==> config.mk <==
export PLATFORM = sky130hd
export DESIGN_NAME = edge_pulse_generator
export DESIGN_NICKNAME = d
export VERILOG_FILES = /design/src/rtl/edge_pulse_generator.sv
export SDC_FILE = /design/constraint.sdc
export NUM_CORES = 1
export LEC_CHECK = 0
export ABC_CLOCK_PERIOD_IN_PS = 2700
export CORE_AREA = 2 2 39 41
export CTS_CLUSTER_DIAMETER = 80
export CTS_CLUSTER_SIZE = 30
export DETAILED_ROUTE_END_ITERATION = 6
export DIE_AREA = 0 0 41 43
export GPL_ROUTABILITY_DRIVEN = 0
export GPL_TIMING_DRIVEN = 0
export PLACE_DENSITY = 0.71
export SYNTH_ARGS = -nofsm -noshare
export SYNTH_HDL_FRONTEND = slang
export SYNTH_SLANG_ARGS = --single-unit
export TNS_END_PERCENT = 5
==> constraint.sdc <==
create_clock -name clk -period 2.7 [get_ports clk]
set_input_delay 0.54 -clock clk [delete_from_list [all_inputs] [get_ports clk]]
set_output_delay 0.54 -clock clk [all_outputs]
set_load 0.03 [all_outputs]
==> src/rtl/edge_pulse_generator.sv <==
// ---------------------------------------------------------------------------
// edge_pulse_generator
//
// Purpose:
//   Converts single-cycle request strobes into a level waveform that a
//   downstream previous-cycle edge detector sees as exactly one rising edge
//   per request. Each accepted request produces HIGH_CYCLES cycles of wave=1
//   followed by at least GAP_CYCLES cycles of wave=0. Requests arriving while
//   a waveform is in progress are queued in a saturating counter and started
//   back to back, one waveform per HIGH_CYCLES+GAP_CYCLES cycles.
//
// Parameters:
//   HIGH_CYCLES  cycles wave is held high per request (>= 1)
//   GAP_CYCLES   minimum low cycles between two high intervals (>= 1)
//   PEND_WIDTH   width of the pending-request counter (capacity 2^W-1)
//
// Ports:
//   clk       in   clock, all state updates on the rising edge
//   reset     in   synchronous active-high reset, clears all state
//   pulse     in   request strobe, each high cycle is one request
//   wave      out  generated level waveform (registered)
//   busy      out  high whenever the FSM is not idle (registered)
//   pending   out  queued requests not yet started (registered)
//   overflow  out  one-cycle flag after a request was dropped (registered)
// ---------------------------------------------------------------------------
module edge_pulse_generator #(
    parameter int HIGH_CYCLES = 4,
    parameter int GAP_CYCLES  = 2,
    parameter int PEND_WIDTH  = 4
) (
    input  logic                  clk,
    input  logic                  reset,
    input  logic                  pulse,
    output logic                  wave,
    output logic                  busy,
    output logic [PEND_WIDTH-1:0] pending,
    output logic                  overflow
);

    // The single down-counting timer serves both the high and the gap phase,
    // so it is sized for the longer of the two.
    localparam int TIMER_MAX = (HIGH_CYCLES > GAP_CYCLES) ? HIGH_CYCLES : GAP_CYCLES;
    localparam int TIMER_W   = (TIMER_MAX > 1) ? $clog2(TIMER_MAX) : 1;

    localparam logic [TIMER_W-1:0]    HIGH_LOAD = TIMER_W'(HIGH_CYCLES - 1);
    localparam logic [TIMER_W-1:0]    GAP_LOAD  = TIMER_W'(GAP_CYCLES - 1);
    localparam logic [TIMER_W-1:0]    TIMER_ONE = TIMER_W'(1);
    localparam logic [PEND_WIDTH-1:0] PEND_MAX  = '1;
    localparam logic [PEND_WIDTH-1:0] PEND_ONE  = PEND_WIDTH'(1);

    typedef enum logic [1:0] {
        ST_IDLE = 2'd0,
        ST_HIGH = 2'd1,
        ST_GAP  = 2'd2
    } state_t;

    state_t                  state_q;
    state_t                  state_d;
    logic [TIMER_W-1:0]      timer_q;
    logic [TIMER_W-1:0]      timer_d;
    logic [PEND_WIDTH-1:0]   pending_q;
    logic [PEND_WIDTH-1:0]   pending_d;
    logic                    overflow_q;
    logic                    overflow_d;
    logic                    wave_q;
    logic                    busy_q;

    logic                    timer_done;
    logic                    queue_req;
    logic                    dequeue;

    // -----------------------------------------------------------------------
    // Pending-counter arithmetic.
    // push: a request arrived while a waveform is in progress.
    // pop : a queued request starts its high interval this cycle.
    // A push and a pop in the same cycle cancel out, which is also what lets
    // a request be accepted when the counter is full but one is leaving.
    // -----------------------------------------------------------------------
    function automatic logic [PEND_WIDTH-1:0] pend_next(
        input logic [PEND_WIDTH-1:0] cur,
        input logic                  push,
        input logic                  pop
    );
        logic [PEND_WIDTH-1:0] res;
        res = cur;
        case ({push, pop})
            2'b10:   res = (cur == PEND_MAX) ? cur : cur + PEND_ONE;
            2'b01:   res = cur - PEND_ONE;
            default: res = cur;
        endcase
        return res;
    endfunction

    // A request is dropped only when the counter is full and nothing leaves
    // the queue in the same cycle.
    function automatic logic pend_drop(
        input logic [PEND_WIDTH-1:0] cur,
        input logic                  push,
        input logic                  pop
    );
        return push && !pop && (cur == PEND_MAX);
    endfunction

    assign timer_done = (timer_q == '0);
    assign queue_req  = pulse && (state_q != ST_IDLE);

    // -----------------------------------------------------------------------
    // Next-state / counter logic
    // -----------------------------------------------------------------------
    always_comb begin
        state_d = state_q;
        timer_d = timer_q;
        dequeue = 1'b0;

        unique case (state_q)
            ST_IDLE: begin
                // A request in IDLE starts immediately; it never touches the
                // pending counter.
                if (pulse) begin
                    state_d = ST_HIGH;
                    timer_d = HIGH_LOAD;
                end
            end

            ST_HIGH: begin
                if (timer_done) begin
                    state_d = ST_GAP;
                    timer_d = GAP_LOAD;
                end else begin
                    timer_d = timer_q - TIMER_ONE;
                end
            end

            ST_GAP: begin
                if (timer_done) begin
                    // A request arriving in the last gap cycle with an empty
                    // queue is started directly: it is pushed and popped in
                    // the same cycle, so pending stays 0 and IDLE is never
                    // entered with a request still outstanding.
                    if ((pending_q != '0) || pulse) begin
                        state_d = ST_HIGH;
                        timer_d = HIGH_LOAD;
                        dequeue = 1'b1;
                    end else begin
                        state_d = ST_IDLE;
                        timer_d = '0;
                    end
                end else begin
                    timer_d = timer_q - TIMER_ONE;
                end
            end

            default: begin
                state_d = ST_IDLE;
                timer_d = '0;
            end
        endcase

        pending_d  = pend_next(pending_q, queue_req, dequeue);
        overflow_d = pend_drop(pending_q, queue_req, dequeue);
    end

    // -----------------------------------------------------------------------
    // State and output registers.
    // wave/busy are decoded from the next state and registered, so the rise
    // of wave coincides with the state entering HIGH and no combinational
    // path from pulse reaches an output.
    // -----------------------------------------------------------------------
    always_ff @(posedge clk) begin
        if (reset) begin
            state_q    <= ST_IDLE;
            timer_q    <= '0;
            pending_q  <= '0;
            overflow_q <= 1'b0;
            wave_q     <= 1'b0;
            busy_q     <= 1'b0;
        end else begin
            state_q    <= state_d;
            timer_q    <= timer_d;
            pending_q  <= pending_d;
            overflow_q <= overflow_d;
            wave_q     <= (state_d == ST_HIGH);
            busy_q     <= (state_d != ST_IDLE);
        end
    end

    assign wave     = wave_q;
    assign busy     = busy_q;
    assign pending  = pending_q;
    assign overflow = overflow_q;

endmodule

# After elaboration in Yosys (flattened, before gate mapping)
# Cells that the tools add are included.
dict set report totals {
  reg_bits 11
  output_inout_bits 7
}
dict set report classes {
  add_sub_neg 3
  eq_ne 8
  n_mux 15
  reduce_logical 12
}
# op n
set ops {}
lappend ops {{two-way mux 2 bit} 7}
lappend ops {{one-hot mux 2 bit (3 select lines)} 2}
lappend ops {{one-hot mux 4 bit (2 select lines)} 1}
lappend ops {{equality test 2 x 1 -> 1 bit (second input constant)} 3}
lappend ops {{nonzero test 2 bit} 3}
lappend ops {{adder 4 x 1 -> 4 bit (second input constant)} 1}
lappend ops {{equality test 2 bit (second input constant)} 2}
lappend ops {{equality test 4 bit (second input constant)} 1}
lappend ops {{logical NOT 2 bit} 2}
lappend ops {{two-way mux 1 bit} 4}
lappend ops {{two-way mux 4 bit} 1}
lappend ops {{!= test 2 bit (second input constant)} 2}
lappend ops {{nonzero test 4 bit} 1}
lappend ops {{subtractor 4 x 1 -> 4 bit (second input constant)} 1}
lappend ops {{logical AND 1 bit} 3}
lappend ops {{AND reduction 2 bit} 1}
lappend ops {{subtractor 2 x 1 -> 2 bit (second input constant)} 1}
lappend ops {{logical NOT 1 bit} 1}
lappend ops {{logical OR 1 bit} 1}

# Longest topological paths before layout
dict set report depth {
  depth_word 8
  depth_mapped 8
  ltp_nobuf 8
}

# Least setup slack after synthesis
# No wires, ideal clock.
dict set report synth_path {
  path_type {register to register}
  start {reg pending_q[1] (netlist: pending[1])}
  end {reg pending_q[2] (netlist: pending[2])}
  setup_ps 121
  t_arrival_ps 2425
  slack_ps 153
  stages_incl_launch_ff 9
  path_cell_list {dfxtp_1 -> or3_4 -> nor3_4 -> nor3_1 -> a21o_1 -> ha_1 -> or4_1 -> a21oi_2 -> mux2_4}
}
dict set report synth_via {
  elab_chain_cells 8
  word_cells_on_any_way 15
  classes_between {2 x add/sub; 4 x eq/ne; 5 x mux; 4 x reduce/logical}
}
# element line_no
set synth_rtl {}
lappend synth_rtl {{from (decl)} 61} ;# logic [PEND_WIDTH-1:0] pending_q;
lappend synth_rtl {{from (signal assigned)} 180} ;# pending_q <= pending_d;
lappend synth_rtl {{nonzero test 4 bit} 140} ;# if ((pending_q != '0) || pulse) begin
lappend synth_rtl {{logical OR 1 bit} 140}
lappend synth_rtl {{two-way mux 1 bit} 140}
lappend synth_rtl {{two-way mux 1 bit} 135} ;# if (timer_done) begin
lappend synth_rtl {{two-way mux 1 bit} 115} ;# unique case (state_q)
lappend synth_rtl {{equality test 2 bit / equality test 2 x 1 -> 1 bit (equally long branches)} 86} ;# case ({push, pop})
lappend synth_rtl {{!= test 2 bit (no source line) / nonzero test 2 bit (equally long branches)} --}
lappend synth_rtl {{AND reduction 2 bit (no source line)} --}
# Several ways; a longest one is shown, not always the timed one. The select of a mux whose other input is x is not followed.
# A chain may end at the register's enable or synchronous reset.

# Worst setup path in the final report
dict set report layout_path {
  start {in pulse}
  end {reg pending_q[2] (netlist: pending[2])}
}
dict set report layout_via {
  elab_chain_cells 7
  word_cells_on_any_way 11
  classes_between {3 x eq/ne; 4 x mux; 4 x reduce/logical}
}
# element line_no
set layout_rtl {}
lappend layout_rtl {{from (decl)} 33} ;# input logic pulse,
lappend layout_rtl {{logical OR 1 bit} 140}
lappend layout_rtl {{two-way mux 1 bit} 140}
lappend layout_rtl {{two-way mux 1 bit} 135}
lappend layout_rtl {{two-way mux 1 bit} 115}
lappend layout_rtl {{equality test 2 bit / equality test 2 x 1 -> 1 bit (equally long branches)} 86}
lappend layout_rtl {{!= test 2 bit (no source line) / nonzero test 2 bit (equally long branches)} --}
lappend layout_rtl {{AND reduction 2 bit (no source line)} --}
# Several ways; a longest one is shown, not always the timed one.

==> impl_results.md <==
* Run status: complete, no violations
* Fillers at 137
* Hold Startpoint: timer_q[1]
* Yosys Warn Count at 0
* Post-Route Skew at 0.001853 ns
* Leak Pwr at 0.2743 nW
* Sequential Power Share at 0.466
* Setup WS post-layout at 0.09264 ns
* DP Wirelength at 845.5 microns
* Seq/Total Area, Yosys at 0.3563
* Critical Path Source: pulse
* GR Overflow Total at 0
* Worst path slowest cell: clkdlybuf4s50_1
* RSZ-0062 raised after global routing: false
* H-tree depth at 1
* Total track usage at 0.1663
* Power Internal at 0.2764 mW
* Detailed Route Iter0 Violations at 7
* Worst slew pin tran at 0.4956 ns
* Layout Cells excl Fill at 101
* CP Data Arrival Time at 2.78 ns
* FF+latch count, synth at 11
* Hold buffers post-CTS at 0
* Row count at 14
* Worst Path Buf+Inv at 1
* Clock Sinks at 11
* Crit-path max FO at 6
* Core area at 0.001384 sq mm
* Synth Area in Adders at 0.02024
* Number of flops mapped to enable cells by yosys at 0
* Comb power frac at 0.247
* Longest Clk Path Bufs at 2
* Synthesized Nets at 75
* Via count at 535
* Fmax at 383.5 MHz
* Mapped Area at 618.1 sq um
* Max incr delay on CP at 0.56 ns
* First-pass GRT wire length at 1863 microns
* Post-synthesis mux area share at 0.04049
* Initial antenna violation count at 0
* Post-DRT Antenna Nets at 0
* Final Setup Violations at 0
* Synthesis-to-layout area growth at 23.28%
* Critical Path, Cell by Cell: clkdlybuf4s50_1 -> nor3_4 -> nor3_1 -> a21o_1 -> ha_1 -> or4_1 -> a21oi_2 -> mux2_4
* Drt first pass iters at 4
* Initial Util at 0.4467
* Critical Path End Type: register
* Largest net degree at the start of global routing at 11
* Crit start category: primary input
* Die height at 43 microns
* Nets at 90
* Top Ports at 10
* Number of port buffers at 9
* # DRC at 0
* Final period utilization at 0.9657
* Slew Viols, Final at 0
* Hold crit path type: reg2reg
* P_sw at 0.1376 mW
* Post-Synth Simple-Gate Area at 0.2874
* Clock tree from TritonCTS: built
* CP delay by family, top: simple AND/OR/NAND/NOR gates
* Worst-Skew Late Latency at 0.28 ns
* Mapped Cells at 71
* Place WS at -0.2708 ns
* Max_cap viols at 0
* WP data required at 2.87 ns
* Worst VDD drop at 0.3415 mV
* Pwr Density at 543.3 mW/mm^2
* Vias in the first global route at 440
* Final WL at 1191 microns
* Reg2reg start: pending[1]
* Ys flop type: dfxtp_1
* ANT cells at 0
* Switching share of power at 0.3324
* Clock power frac at 0.287
* Proportion of layout cells with a drive suffix above 1 at 0.1647
* Final setup TNS at 0 ns
* DIE WIDTH at 41 microns
* Min Tclk post-route at 2.607 ns
* Cells after DPL at 96
* Worst rel slew slack at 0.6696
* Main combinational cell family by area after synthesis: simple AND/OR/NAND/NOR gates
* Synth unique cells at 36
* Final hold violations at 0
* Syn_area_per_cell at 8.706 sq um
* Clock root cell: clkbuf_4
* Vias per cell at 5.297
* Clock transition at the registers of the reported paths at 0.07 ns
* Asr flop ratio synth at 0
* Die ar. at 0.001763 sq mm
* Compound-Gate Fraction of Synth Area at 0.2389
* Per-cell routed wire length at 11.79 microns
* Synth Area in XOR/XNOR at 0.01417
* CTS buffer count at 3
* CP Class: in2reg
==> worst reg2reg max path: stages, from the launching register on <==
cell,delay [ns]
dfxtp_1,0.36
or3_4,0.43
nor3_4,0.26
nor3_1,0.08
a21o_1,0.16
ha_1,0.18
or4_1,0.51
a21oi_2,0.16
mux2_4,0.30
==> through the flow <==
stage / power (mW) / hold slack [ns] / utilization / instance area [sq um]
floorplan: 0.2660 / 0.5267 / - / 618.1
finish: 0.4140 / 0.5823 / 0.5506 / 762.0
global placement: 0.2936 / 0.5537 / 0.5262 / 728.2
CTS: 0.4144 / 0.5786 / 0.5452 / 754.5
global route: 0.4377 / 0.6070 / 0.5506 / 762.0
detailed placement: 0.2951 / 0.5689 / 0.5262 / 728.2
==> cells by family after synthesis <==
logic type	count (synthesis)
AOI/OAI and AO/OA	21
xor gates and xnor gates	1
adders and majority gates	1
buffers and inverters	7
DFF	11
muxes	2
and+or+nand+nor	28
==> synthesized netlist by cell type (2+ instances only) <==
cell	count	area, sq um
nor2_1	8	30.03
nor2_4	2	22.52
a31oi_1	3	18.77
inv_1	3	11.26
o21ai_0	2	10.01
clkbuf_1	3	11.26
a21oi_1	4	20.02
nor2b_1	2	12.51
dfxtp_1	11	220.2
nand2_1	7	26.28
==> layer usage <==
| metal | routed length [microns] | GRT usage | up-vias |
|---|---|---|---|
| met3 | 36 | 0.03141 | 5 |
| li1 | - | - | 285 |
| met4 | 49 | 0.1600 | 0 |
| met2 | 518 | 0.2219 | 9 |
| met5 | 0 | 0 | - |
| met1 | 586 | 0.2085 | 236 |
==> placed cells by master (no fill, tap or decap), drive strengths merged, types with 2 or more instances in the layout <==
master         Yosys  layout
a31oi              3       3
clkdlybuf4s50      0       9
a21oi              5       5
clkbuf             3       7
inv                4       4
dfxtp             11      11
nor2              10      10
nor2b              2       2
nand3              2       2
o21a               2       2
or3                2       2
nor3               2       2
nand2              7       7
o21ai              3       3
==> area by class of cell <==
cell class / count / area, sq um / share of cell area
Buffer: 3 / 11.26 / 0.01478
Clock buffer: 4 / 26.28 / 0.03448
Inverter: 4 / 15.01 / 0.01970
Multi-Input combinational cell: 53 / 371.6 / 0.4877
Sequential cell: 11 / 220.2 / 0.2890
Tap cell: 16 / 20.02 / 0.02627
Timing Repair Buffer: 10 / 97.59 / 0.1281
==> power by group through the flow <==
stage / Sequential, mW / Clock (mW) / Combinational (mW)
2_1_floorplan: 0.205 / 0 / 0.0606
3_3_place_gp: 0.196 / 0 / 0.0973
3_5_place_dp: 0.196 / 0 / 0.0987
4_1_cts: 0.193 / 0.122 / 0.0995
5_1_grt: 0.195 / 0.130 / 0.112
6_report: 0.193 / 0.119 / 0.102
==> repair_timing <==
item | 4_1_cts | 5_1_grt
setup endpoints to repair | 0 | 1
setup buffers | 0 | 1
resized for setup | 0 | 0
==> final timing paths <==
check                     to  slack (ns)  cells past startpoint
hold / removal    timer_q[1]        0.58                      2
setup reg to reg  pending[2]        0.14                      8
hold reg to reg   timer_q[1]        0.58                      2
setup / recovery  pending[2]        0.09                      8
==> flip-flops by register name, indices dropped and copies added (netlist names) <==
| register | flops |
|---|---|
| busy | 1 |
| pending | 4 |
| overflow | 1 |
| state_q | 2 |
| wave | 1 |
| timer_q | 2 |
No activity file was read; power rests on OpenSTA's default activity.
